**src/rtl/tone_arbiter_pkg.sv**
```systemverilog
// Shared definitions for the tone arbiter: bus widths, FSM state type and
// the index-width helper used by the arbiter, its interface and tick_gen.
package tone_pkg;

  localparam int TONE_W = 24;
  localparam int DUR_W  = 16;

  typedef enum logic [1:0] {
    IDLE = 2'd0,
    PLAY = 2'd1,
    GAP  = 2'd2
  } state_t;

  // Width needed to hold an index 0..n-1, never less than one bit.
  function automatic int idx_w(input int n);
    return (n <= 2) ? 1 : $clog2(n);
  endfunction

endpackage

```
**src/rtl/tone_arbiter_if.sv**
```systemverilog
// Request bus between the note sources and the tone arbiter. Each requester
// owns one valid/ready pair plus a tone slice and a duration slice.
interface tone_arbiter_if #(
  parameter int NUM_REQ = 4
);
  import tone_pkg::*;

  logic [NUM_REQ-1:0]        req_valid;
  logic [NUM_REQ-1:0]        req_ready;
  logic [TONE_W*NUM_REQ-1:0] req_tone;
  logic [DUR_W*NUM_REQ-1:0]  req_duration;

  modport master (
    output req_valid,
    output req_tone,
    output req_duration,
    input  req_ready
  );

  modport slave (
    input  req_valid,
    input  req_tone,
    input  req_duration,
    output req_ready
  );

endinterface

```
**src/rtl/tone_arbiter_tick_gen.sv**
```systemverilog
// Free-running duration tick generator. The counter wraps at TICK_CYCLES-1
// and the tick is high in the wrap cycle; restart zeroes it synchronously so
// a note or gap always starts on a fresh tick boundary.
module tick_gen
  import tone_pkg::*;
#(
  parameter int TICK_CYCLES = 33000
) (
  input  logic clk,
  input  logic rst,
  input  logic restart,
  output logic tick
);

  localparam int                 CNT_W = idx_w(TICK_CYCLES);
  localparam logic [CNT_W-1:0]   LAST  = CNT_W'(TICK_CYCLES - 1);

  logic [CNT_W-1:0] cnt_q;
  logic [CNT_W-1:0] cnt_d;

  assign tick = (cnt_q == LAST);

  // Next count: wrap on tick, zero on restart.
  always_comb begin
    cnt_d = cnt_q + CNT_W'(1);
    if (restart || tick) begin
      cnt_d = '0;
    end
  end

  // Counter register.
  always_ff @(posedge clk or posedge rst) begin
    if (rst) begin
      cnt_q <= '0;
    end else begin
      cnt_q <= cnt_d;
    end
  end

endmodule

```
**src/rtl/tone_arbiter.sv**
```systemverilog
// Tone arbiter: grants one note source at a time to the shared piezo
// tone_generator, plays the note for its duration in ticks, then holds a
// silent articulation gap before the next grant.
// Build option: define TONE_ARB_ROUND_ROBIN_EN for round-robin arbitration;
// otherwise fixed priority with the lowest index winning.
module tone_arbiter
  import tone_pkg::*;
#(
  parameter int NUM_REQ     = 4,
  parameter int TICK_CYCLES = 33000,
  parameter int GAP_TICKS   = 10
) (
  input  logic                        clk,
  input  logic                        rst,
  tone_arbiter_if.slave               req,
  input  logic                        abort,
  output logic [TONE_W-1:0]           tone_switch_period,
  output logic                        output_enable,
  output logic [idx_w(NUM_REQ)-1:0]   grant_id,
  output logic                        busy,
  output logic                        note_done
);

  localparam int IDX_W     = idx_w(NUM_REQ);
  localparam int GAP_CNT_W = idx_w(GAP_TICKS + 1);

  state_t               state_q, state_d;
  logic [TONE_W-1:0]    tone_q, tone_d;
  logic [DUR_W-1:0]     dur_q, dur_d;
  logic [IDX_W-1:0]     gid_q, gid_d;
  logic [GAP_CNT_W-1:0] gap_q, gap_d;

  logic               win_found;
  logic [IDX_W-1:0]   win_idx;
  logic [TONE_W-1:0]  win_tone;
  logic [DUR_W-1:0]   win_dur;
  logic               accept;
  logic               restart;
  logic               tick;
  logic               last_cycle;

`ifdef TONE_ARB_ROUND_ROBIN_EN
  logic [IDX_W-1:0]   ptr_q, ptr_d;
`endif

  // Duration countdown that holds at zero instead of wrapping.
  function automatic logic [DUR_W-1:0] dur_dec(input logic [DUR_W-1:0] d);
    return (d == '0) ? '0 : d - DUR_W'(1);
  endfunction

  tick_gen #(
    .TICK_CYCLES (TICK_CYCLES)
  ) u_tick (
    .clk     (clk),
    .rst     (rst),
    .restart (restart),
    .tick    (tick)
  );

  // Winner search; round-robin starts just after the last grant.
  always_comb begin
    int j;
    win_found = 1'b0;
    win_idx   = '0;
    win_tone  = '0;
    win_dur   = '0;
    for (int k = 0; k < NUM_REQ; k++) begin
`ifdef TONE_ARB_ROUND_ROBIN_EN
      j = (int'(ptr_q) + 1 + k) % NUM_REQ;
`else
      j = k;
`endif
      if (!win_found && req.req_valid[j]) begin
        win_found = 1'b1;
        win_idx   = IDX_W'(j);
        win_tone  = req.req_tone[j*TONE_W +: TONE_W];
        win_dur   = req.req_duration[j*DUR_W +: DUR_W];
      end
    end
  end

  assign accept        = (state_q == IDLE) && win_found;
  assign req.req_ready = (accept && !rst) ? (NUM_REQ'(1) << win_idx) : '0;

  // FSM next state, note capture and end-of-note detection.
  always_comb begin
    state_d    = state_q;
    tone_d     = tone_q;
    dur_d      = dur_q;
    gid_d      = gid_q;
    gap_d      = gap_q;
    restart    = 1'b0;
    note_done  = 1'b0;
    last_cycle = 1'b0;
    case (state_q)
      IDLE: begin
        if (accept) begin
          tone_d  = win_tone;
          dur_d   = win_dur;
          gid_d   = win_idx;
          restart = 1'b1;
          state_d = PLAY;
        end
      end
      PLAY: begin
        if (dur_q == '0) begin
          last_cycle = 1'b1;
        end else if (tick) begin
          dur_d = dur_dec(dur_q);
          if (dur_q == DUR_W'(1)) begin
            last_cycle = 1'b1;
          end
        end
        if (last_cycle || abort) begin
          note_done = 1'b1;
          restart   = 1'b1;
          gap_d     = GAP_CNT_W'(GAP_TICKS);
          state_d   = (GAP_TICKS == 0) ? IDLE : GAP;
        end
      end
      GAP: begin
        if (tick) begin
          gap_d = gap_q - GAP_CNT_W'(1);
          if (gap_q <= GAP_CNT_W'(1)) begin
            state_d = IDLE;
          end
        end
      end
      default: begin
        state_d = IDLE;
      end
    endcase
  end

  // Outputs to the tone generator; silent outside PLAY and for zero-length notes.
  always_comb begin
    tone_switch_period = (state_q == PLAY) ? tone_q : '0;
    output_enable      = (state_q == PLAY) && (tone_q != '0) && (dur_q != '0);
    busy               = (state_q != IDLE);
    grant_id           = gid_q;
  end

  // Control registers, cleared asynchronously so a reset silences at once.
  always_ff @(posedge clk or posedge rst) begin
    if (rst) begin
      state_q <= IDLE;
      gid_q   <= '0;
      gap_q   <= '0;
    end else begin
      state_q <= state_d;
      gid_q   <= gid_d;
      gap_q   <= gap_d;
    end
  end

  // Captured note data; only observed while PLAY, so it carries no reset.
  always_ff @(posedge clk) begin
    tone_q <= tone_d;
    dur_q  <= dur_d;
  end

`ifdef TONE_ARB_ROUND_ROBIN_EN
  assign ptr_d = accept ? win_idx : ptr_q;

  // Round-robin pointer, moved only when a note is accepted.
  always_ff @(posedge clk or posedge rst) begin
    if (rst) begin
      ptr_q <= IDX_W'(NUM_REQ - 1);
    end else begin
      ptr_q <= ptr_d;
    end
  end
`endif

endmodule

```
**src/flat_wrapper.sv**
```systemverilog
// flat-port wrapper written by rule: the top's interface ports become plain ports
module tone_arbiter_flat import tone_pkg::*;
#(
  parameter int NUM_REQ     = 4,
  parameter int TICK_CYCLES = 33000,
  parameter int GAP_TICKS   = 10
)
  (clk, rst, abort, tone_switch_period, output_enable, grant_id, busy, note_done, req_req_valid, req_req_tone, req_req_duration, req_req_ready);
  tone_arbiter_if #(.NUM_REQ(NUM_REQ)) req_i ();
  input  logic clk;
  input  logic rst;
  input  logic abort;
  output logic [TONE_W-1:0] tone_switch_period;
  output logic output_enable;
  output logic [idx_w(NUM_REQ)-1:0] grant_id;
  output logic busy;
  output logic note_done;
  input wire logic [$bits(req_i.req_valid)-1:0] req_req_valid;
  input wire logic [$bits(req_i.req_tone)-1:0] req_req_tone;
  input wire logic [$bits(req_i.req_duration)-1:0] req_req_duration;
  output wire logic [$bits(req_i.req_ready)-1:0] req_req_ready;
  assign req_i.req_valid = req_req_valid;
  assign req_i.req_tone = req_req_tone;
  assign req_i.req_duration = req_req_duration;
  assign req_req_ready = req_i.req_ready;
  tone_arbiter #(.NUM_REQ(NUM_REQ), .TICK_CYCLES(TICK_CYCLES), .GAP_TICKS(GAP_TICKS)) u_core (.clk(clk), .rst(rst), .req(req_i), .abort(abort), .tone_switch_period(tone_switch_period), .output_enable(output_enable), .grant_id(grant_id), .busy(busy), .note_done(note_done));
endmodule
```
**config.mk**
```make
export PLATFORM = sky130hd
export DESIGN_NAME = tone_arbiter_flat
export DESIGN_NICKNAME = d
export VERILOG_FILES = /design/src/rtl/tone_arbiter_pkg.sv /design/src/rtl/tone_arbiter_if.sv /design/src/rtl/tone_arbiter_tick_gen.sv /design/src/rtl/tone_arbiter.sv /design/src/flat_wrapper.sv
export SDC_FILE = /design/constraint.sdc
export NUM_CORES = 1
export LEC_CHECK = 0
export ABC_CLOCK_PERIOD_IN_PS = 7400
export CAP_MARGIN = 20
export CORE_MARGIN = 2
export CORE_UTILIZATION = 35
export CTS_BUF_LIST = sky130_fd_sc_hd__clkbuf_16
export CTS_CLUSTER_DIAMETER = 150
export DETAILED_ROUTE_END_ITERATION = 7
export PLACE_DENSITY = 0.7
export RECOVER_POWER = 100
export SLEW_MARGIN = 20
export SYNTH_ARGS = -nofsm -noshare
export SYNTH_HDL_FRONTEND = slang
export SYNTH_SLANG_ARGS = --single-unit
```
**constraint.sdc**
```tcl
create_clock -name clk -period 7.4 [get_ports clk]
set_input_delay 1.48 -clock clk [delete_from_list [all_inputs] [get_ports clk]]
set_output_delay 1.48 -clock clk [all_outputs]
set_load 0.02 [all_outputs]
```
==> results.tsv <==
stage	metric	value	unit
route	Routed WL per cell	17.9	um
route	M1 wire length	5.61	mm
yosys	Mapped Nets	623	
yosys	Synth Flop Type	edfxtp_1	
route	DR iter-0 viols	263	
yosys	EDFF count, synth	40	
sta	Max-slew headroom	-86.5	%
route	DR WL met3	767	um
floorplan	Die ar.	0.0129	mm2
hold_path	HP Class	flop to flop	
sta	Tmin final	5.84	ns
power	leak pwr	2.44	nW
clocking	Root Buffer	clkbuf_16	
clocking	TritonCTS Buffers	9	
yosys	yosys warns	0	
clocking	postcts setup bufs	0	
global_routing	first-pass GRT wire length	21.3	mm
yosys	cell accounting for the most synthesized area	edfxtp_1	
yosys	Mapped Avg Cell Area	9.40	um2
route	uppermost layer routed	met4	
sta	RSZ-0062 raised after global routing	false	
floorplan	die height	114	um
route	Vias/cell	5.46	
sta	Clock Skew	0.00845	ns
route	DRC Markers	0	
global_routing	antenna violations before repair	0	
yosys	Synth Cell Area	0.00420	mm2
route	First-pass DRT Iterations	4	
floorplan	CORE AREA	0.0119	mm2
worst_setup_path	Critical Path End Type	output port	
global_routing	largest net degree at the start of global routing	64	
sta	fmax	171	MHz
worst_setup_path	CP Launch Type	input pin	
sta	Setup Total Neg Slack	0	ns
finish	Ant. Diodes	0	
worst_setup_path	R2R Setup Slk	3.96	ns
yosys	cell count after synthesis	447	
global_routing	GRT Resource Usage Total	21.2	%
worst_setup_path	Setup crit start	rst	
worst_setup_path	Required @ worst endpoint	5.92	ns
worst_setup_path	CP Max Fanout	27	
clocking	CTS resizes	0	
power	Power Dens Cells	280	mW/mm2
yosys	Synth Register Bits	64	
worst_setup_path	CP endpoint	req_req_ready[2]	
finish	share of cells above drive strength 1	4.56	%
route	Routed met2 length	7.33	mm
place	I/O Buffers	199	
worst_setup_path	worst reg2reg path depth	5	
floorplan	Chip Width	114	um
worst_setup_path	RR Endpoint	u_core.dur_q[0]	
clocking	TritonCTS clock tree	done	
sta	Final Setup Violations	0	
yosys	top cells by area, synth	edfxtp_1 29%, dfrtp_1 14%, a22oi_1 7.1%	
power	worst vdd ir	0.140	mV
clocking	clock tree buffer depth	2	
route	antenna viol nets, final	0	
worst_setup_path	worst r2r src	u_core.state_q[1]	
route	via count	4273	
yosys	most common cell in the synthesized netlist	nor2_1	
floorplan	Core Rows	40	
global_routing	grt ovf	0	
floorplan	Starting Density	35.4	%
run	max-cap violation count	3	
yosys	Seq/Total Area, Yosys	42.9	%
worst_setup_path	Setup CP Type	input pin to output port	
yosys	Post-synth top cells	55 x nor2_1, 40 x a22oi_1, 40 x edfxtp_1	
finish	fin nets	807	
outcome	status	finished, violations left	
clocking	Clock transition at path regs	0.06	ns
sta	Slew Limit Fails	146	
power	total power	1.85	mW
sta	Final Cycle Share	78.9	%
finish	Area Growth Syn to Fin	57.1	%
worst_setup_path	Worst EP arrival	4.36	ns
clocking	clk_lat worst skew	0.34	ns
global_routing	number of global-route vias before repair	4230	
floorplan	I/O pin total	200	
clocking	Hold Buf Count CTS	0	
sta	final hold violations	0	
clocking	TritonCTS Sinks	64	
sta	worst-margin pin slew	2.79	ns
place	DP HPWL	10.9	mm
yosys	Synth top area share	28.6	%
route	routed wire length	14.0	mm
outcome	failing checks	capacitance limit, slew limit	
yosys	count of different cell masters after synthesis	49	
clocking	H-tree depth	3	
yosys	Synth async-reset ratio	37.5	%
place	RePlAce Congestion	0.854	
-- sequential cells by signal, summed over array words and instances (netlist names) --
register             cells
u_core.dur_q            16
u_core.gap_q             4
u_core.grant_id          2
u_core.state_q           2
u_core.tone_q           24
u_core.u_tick.cnt_q     16
-- report_power, final --
part	switching [mW]	internal [mW]	total [mW]
sequential	0.0839	0.543	0.627
clock	0.171	0.298	0.469
combinational	0.418	0.335	0.753
-- cells by family after synthesis --
family	count (synthesis)	share of synthesized area (%)
and+or+nand+nor	166	20.5
xor gates and xnor gates	26	5.42
buffers and inverters	45	4.05
adders and majority gates	9	2.68
AOI/OAI and AO/OA	134	23.7
DFF	64	42.9
muxes	3	0.774
-- worst min-delay path by stage --
stage                                  end                    from  cells after the start
global placement    u_core.u_tick.cnt_q[0]  u_core.u_tick.cnt_q[0]                      1
floorplan           u_core.u_tick.cnt_q[0]  u_core.u_tick.cnt_q[0]                      1
CTS                 u_core.u_tick.cnt_q[0]  u_core.u_tick.cnt_q[0]                      1
global route        u_core.u_tick.cnt_q[0]  u_core.u_tick.cnt_q[0]                      1
detailed placement  u_core.u_tick.cnt_q[0]  u_core.u_tick.cnt_q[0]                      1
finish              u_core.u_tick.cnt_q[0]  u_core.u_tick.cnt_q[0]                      1
-- worst max-delay path, cell delays in order --
cell and delay (ns):
clkdlybuf4s50_1 0.39, inv_1 0.05, clkbuf_1 1.02, nand2_1 0.33, nor4b_1 0.42, clkdlybuf4s50_1 0.67
-- placed cells by master (no fill, tap or decap), drive strengths merged, types with 3 or more instances in the layout --
cell,n
a221oi,3
dlygate4sd3,18
nor2b,3
ha,9
a211oi,13
o41ai,3
nand2,31
a31oi,3
xnor2,15
o21ai,21
dfrtp,24
nor3,10
clkbuf,13
nor2,55
and3,7
o21a,5
a22oi,40
nor4,12
nand3,7
and2,24
a21oi,16
edfxtp,40
inv,15
clkdlybuf4s50,179
nand2b,4
nor4b,4
nand4,3
buf,4
a221o,24
or4,3
xor2,11
-- metrics by stage --
step / util, % / hold slack, ns / worst slack, ns / area, um2 / cells
floorplan: - / 0.425 / 2.95 / 4200 / 447
detailed placement: 53.2 / 0.465 / 2.43 / 6310 / 767
finish: 55.6 / 0.479 / 1.56 / 6600 / 783
global placement: 53.2 / 0.443 / 2.40 / 6310 / 767
CTS: 56.0 / 0.472 / 2.40 / 6640 / 783
global route: 55.6 / 0.502 / 1.17 / 6600 / 783
-- final cells by class --
class / count / area, um2
Tap cell: 147 / 184
Timing Repair Buffer: 205 / 2010
Multi-Input combinational cell: 338 / 2230
Clock buffer: 9 / 225
Inverter: 13 / 48.8
Clock inverter: 7 / 103
Sequential cell: 64 / 1800
Fill cell: 1061 / 5260
-- per-layer routing --
layer / vias to the layer above / track usage (%)
met3: 23 / 4.62
met4: 0 / 7.40
li1: 2050 / -
met2: 160 / 38.1
met5: - / 0
met1: 2040 / 25.1
Note: power is estimated with default switching activity, not from simulation.
